--- src/rtl/inst_loader.sv ---
// Instruction loader: receives a little-endian 16-bit word count followed by
// big-endian 32-bit words over a byte stream and strobes each word into the fetcher.
module inst_loader #(
  parameter int unsigned DEPTH     = 1024,
  parameter logic [31:0] BASE_ADDR = 32'h0000_0000
) (
  input  logic        clk,
  input  logic        rst,
  input  logic        start,
  input  logic        in_valid,
  input  logic [7:0]  in_data,
  output logic        in_ready,
  output logic        load,
  output logic [31:0] load_inst,
  output logic [31:0] load_addr,
  output logic        cpu_hold,
  output logic        done,
  output logic        error
);

  typedef enum logic [2:0] {
    IDLE, LEN_LO, LEN_HI, WORD, PULSE, DONE, ERR
  } state_t;

  state_t      state, next_state;
  logic [15:0] count;
  logic [15:0] word_idx;
  logic [1:0]  byte_idx;
  logic [23:0] partial;
  logic        accept;
  logic [15:0] full_count;

  assign accept     = in_valid && in_ready;
  // Complete length as it will be once the high byte lands this cycle.
  assign full_count = {in_data, count[7:0]};

  always_comb begin
    next_state = state;
    in_ready   = 1'b0;
    cpu_hold   = 1'b1;
    done       = 1'b0;
    error      = 1'b0;
    load       = 1'b0;
    case (state)
      IDLE: begin
        cpu_hold = 1'b0;
        if (start) next_state = LEN_LO;
      end
      LEN_LO: begin
        in_ready = 1'b1;
        if (accept) next_state = LEN_HI;
      end
      LEN_HI: begin
        in_ready = 1'b1;
        if (accept) begin
          if (full_count == 16'd0)             next_state = DONE;
          else if (32'(full_count) > DEPTH)    next_state = ERR;
          else                                 next_state = WORD;
        end
      end
      WORD: begin
        in_ready = 1'b1;
        if (accept && byte_idx == 2'd3) next_state = PULSE;
      end
      PULSE: begin
        load = 1'b1;
        if (word_idx + 16'd1 == count) next_state = DONE;
        else                           next_state = WORD;
      end
      DONE: begin
        cpu_hold = 1'b0;
        done     = 1'b1;
        if (start) next_state = LEN_LO;
      end
      ERR: begin
        error = 1'b1;
        if (start) next_state = LEN_LO;
      end
      default: next_state = IDLE;
    endcase
  end

  always_ff @(posedge clk) begin
    if (!rst) begin
      state     <= IDLE;
      count     <= 16'd0;
      word_idx  <= 16'd0;
      byte_idx  <= 2'd0;
      partial   <= 24'd0;
      load_inst <= 32'd0;
      load_addr <= 32'd0;
    end else begin
      state <= next_state;
      case (state)
        IDLE, DONE, ERR: begin
          if (start) begin
            count    <= 16'd0;
            word_idx <= 16'd0;
            byte_idx <= 2'd0;
          end
        end
        LEN_LO: if (accept) count[7:0] <= in_data;
        LEN_HI: begin
          if (accept) begin
            count[15:8] <= in_data;
            word_idx    <= 16'd0;
            byte_idx    <= 2'd0;
          end
        end
        WORD: begin
          // Output registers change only here, so they hold between pulses.
          if (accept) begin
            partial  <= {partial[15:0], in_data};
            byte_idx <= byte_idx + 2'd1;
            if (byte_idx == 2'd3) begin
              load_inst <= {partial, in_data};
              load_addr <= BASE_ADDR + {14'd0, word_idx, 2'b00};
            end
          end
        end
        PULSE: begin
          word_idx <= word_idx + 16'd1;
          byte_idx <= 2'd0;
        end
        default: ;
      endcase
    end
  end

endmodule

--- config.mk ---
export PLATFORM = sky130hd
export DESIGN_NAME = inst_loader
export DESIGN_NICKNAME = d
export VERILOG_FILES = /design/src/rtl/inst_loader.sv
export SDC_FILE = /design/constraint.sdc
export NUM_CORES = 1
export LEC_CHECK = 0
export ABC_CLOCK_PERIOD_IN_PS = 5900
export CORE_ASPECT_RATIO = 0.5
export CORE_MARGIN = 4
export CORE_UTILIZATION = 38
export DETAILED_ROUTE_END_ITERATION = 16
export GPL_ROUTABILITY_DRIVEN = 0
export PLACE_DENSITY = 0.57
export SETUP_SLACK_MARGIN = 0.1
export SLEW_MARGIN = 0
export SYNTH_ARGS = -nofsm -noshare
export SYNTH_HDL_FRONTEND = slang
export SYNTH_SLANG_ARGS = --single-unit
--- constraint.sdc ---
create_clock -name clk -period 5.9 [get_ports clk]
set_input_delay 1.475 -clock clk [delete_from_list [all_inputs] [get_ports clk]]
set_output_delay 1.475 -clock clk [all_outputs]
set_load 0.01 [all_outputs]
==> metrics.txt <==
mapped cell area roughly 5200 µm²; most common cell in the netlist nand2_1; yosys warns 0; proportion of synthesized area in mux cells less than 1%; via/cell ratio between 5 and 6; power per cell area 299 nW/µm²; routed vias 4,358; WL per Instance between 10 and 15 µm; Top FF cell, synth dfxtp_1; Seq/Total Area, Yosys approximately two fifths; EDFF count, synth 0; post-synthesis cell count about 660; post-synthesis adder-cell area fraction less than 1%; CTS tree done; NumNets Final 708; final setup violation count 0; WS Path Type reg -> out; Max Used Layer met4; chip width 173 µm; Clock transition at path regs about 0.070 ns; TritonRoute pass-1 iters 4; minimum clock period after layout approximately 4.4 ns; Die ar. 15,700 µm²; DRC violation count after routing 0; xor/xnor cell area share of the yosys netlist slightly below 4%; WHS between 0.4 and 0.5 ns; Finished Cell Area between 6000 and 7000 µm²; dpl cell area ~5800 µm²; post-DP HPWL approximately 8.6 mm; synth top area cells dfxtp_1, nand2_1, a21boi_0; met2 routed WL about 5.6 mm; Leakage 2.03 nW; required time worst endpoint approximately 4.4 ns; Slew @ Worst Pin roughly 1 ns; Post-Route WL ~13 mm; Commonest cells post-synth nand2_1, dfxtp_1, a21boi_0; biggest area consumer among synthesized cells dfxtp_1; CORE AREA between 10,000 and 15,000 µm²; gr ovfl total 0; I/O pin count just over 80; CP startpoint kind register; root buffer cell clkbuf_16; Hold WC Path Type reg -> reg; Diodes inserted 0; antenna violations before repair 0; Yosys reg bits 109; final worst-path cycle share 74.0%; Slew HR between 30% and 40%; Max Freq 0.229 GHz; largest net degree at the start of global routing around 110; Port Buf Inserts 64; Clock Skews ~0.0088 ns; Worst setup EP type primary output; Final TNS setup 0 ns; status completed; Tot GR Track Use approximately 16%; synth unique cells 50; post-synthesis average cell area 7.87 µm²; share of layout cells above drive strength 1 4.30%; hold_buf cts 0; final hold violations 0; Post-CTS Resized 0; vias in the first global route 4,150; Compound-Gate Fraction of Synth Area 19.4%; Synth Area in Simple Gates 27.0%; Starting Density between 30% and 40%; CTS Sinks 109; Starting DRT DRC Count 273; RSZ-0062 raised after global routing no; Slew Limit Fails 0; WP data arrival between 2 and 3 ns; Filler cells 1,308; worst-skew pair later-pin latency 0.35 ns; Synth async-reset ratio 0%; Max Cap Violations 0; Peak VDD IR approximately 0.15 mV; Crit Path Max Fanout 23; first-pass GRT wire length 21.0 mm; Max clock buf depth 2; met3 WL post-DR between 400 and 500 µm; Met1 Wirelength 6.49 mm; Post-DRT Antenna Nets 0; flop-to-flop setup slack roughly 2.8 ns; Die H about 91 µm; htree depth 3; FP Rows 29; TritonCTS buffer count 9; postcts setup bufs 0; main combinational cell family by area after synthesis simple AND/OR/NAND/NOR gates; Layout area overhead 18.1%; share of the synthesized area in the top cell type between 40% and 50%
-- critical path, stage by stage, from the launching register on --
cell,delay [ns]
dfxtp_1,0.53
nor2b_1,0.29
nand2b_1,0.51
inv_1,0.58
clkdlybuf4s50_1,0.64
-- stage by stage --
stage / utilization [%] / setup slack [ns] / instances / power, mW
4_1_cts: 47.2 / 1.49 / 868 / 1.86
3_3_place_gp: 44.7 / 1.98 / 852 / 1.21
5_1_grt: 47.2 / 1.29 / 868 / 1.94
6_report: 47.2 / 1.53 / 868 / 1.84
2_1_floorplan: - / 2.88 / 676 / 1.11
3_5_place_dp: 44.7 / 1.88 / 852 / 1.21
-- logic make-up (layout without fill, tap and decap cells) --
logic type	after synthesis	after routing
buffers and inverters	68	90
xor gates and xnor gates	23	23
AOI/OAI and AO/OA	148	148
muxes	1	1
adders and majority gates	3	3
other	1	16
and+or+nand+nor	308	308
DFF	109	109
-- where the power goes --
group | internal (mW) | leakage, nW | switching (mW)
Sequential | 0.758 | 0.878 | 0.0458
Combinational | 0.153 | 0.988 | 0.237
Clock | 0.345 | 0.159 | 0.300
Total | 1.26 | 2.03 | 0.583
-- metal layers --
metal | GRT usage [%] | vias up
met5 | 0 | -
met1 | 22.3 | 2026
li1 | - | 2241
met4 | 3.52 | 0
met3 | 2.93 | 15
met2 | 26.1 | 76
-- final cells by class --
| type | count | area [µm²] | share of cell area [%] |
|---|---|---|---|
| multi-input cells | 499 | 2730 | 44.4 |
| flip-flops and latches | 109 | 2180 | 35.5 |
| repair buffers | 69 | 676 | 11.0 |
| clock buffers | 9 | 225 | 3.67 |
| well taps | 170 | 213 | 3.46 |
| clock inverters | 7 | 97.6 | 1.59 |
| inverters | 5 | 18.8 | 0.306 |
-- path summary, 6_finish.rpt --
| path | from | end | cells past startpoint |
|---|---|---|---|
| hold / removal | load_addr[17]$_SDFFE_PN0P_ | load_addr[17]$_SDFFE_PN0P_ | 2 |
| setup reg to reg | state[1]$_SDFFE_PN0P_ | word_idx[2]$_SDFFE_PN0P_ | 7 |
| hold reg to reg | load_addr[17]$_SDFFE_PN0P_ | load_addr[17]$_SDFFE_PN0P_ | 2 |
| setup / recovery | state[2]$_SDFFE_PN0P_ | load | 4 |
-- sequential cells by signal, summed over array words and instances (netlist names) --
signal and flops:
word_idx 16, count 16, load_addr 16, load_inst 32, byte_idx 2, state 3
partial 24
-- placed cells by master (no fill, tap or decap), drive strengths merged, types with 9 or more instances in the layout --
cell / instances
and2: 22
dfxtp: 109
a21boi: 79
nand3: 14
clkdlybuf4s50: 63
o21ai: 36
inv: 9
nor2b: 10
conb: 16
nand2: 196
clkbuf: 9
a21oi: 11
nor2: 13
nor3: 13
or3: 10
xnor2: 18
No activity file was read; power rests on OpenSTA's default activity.
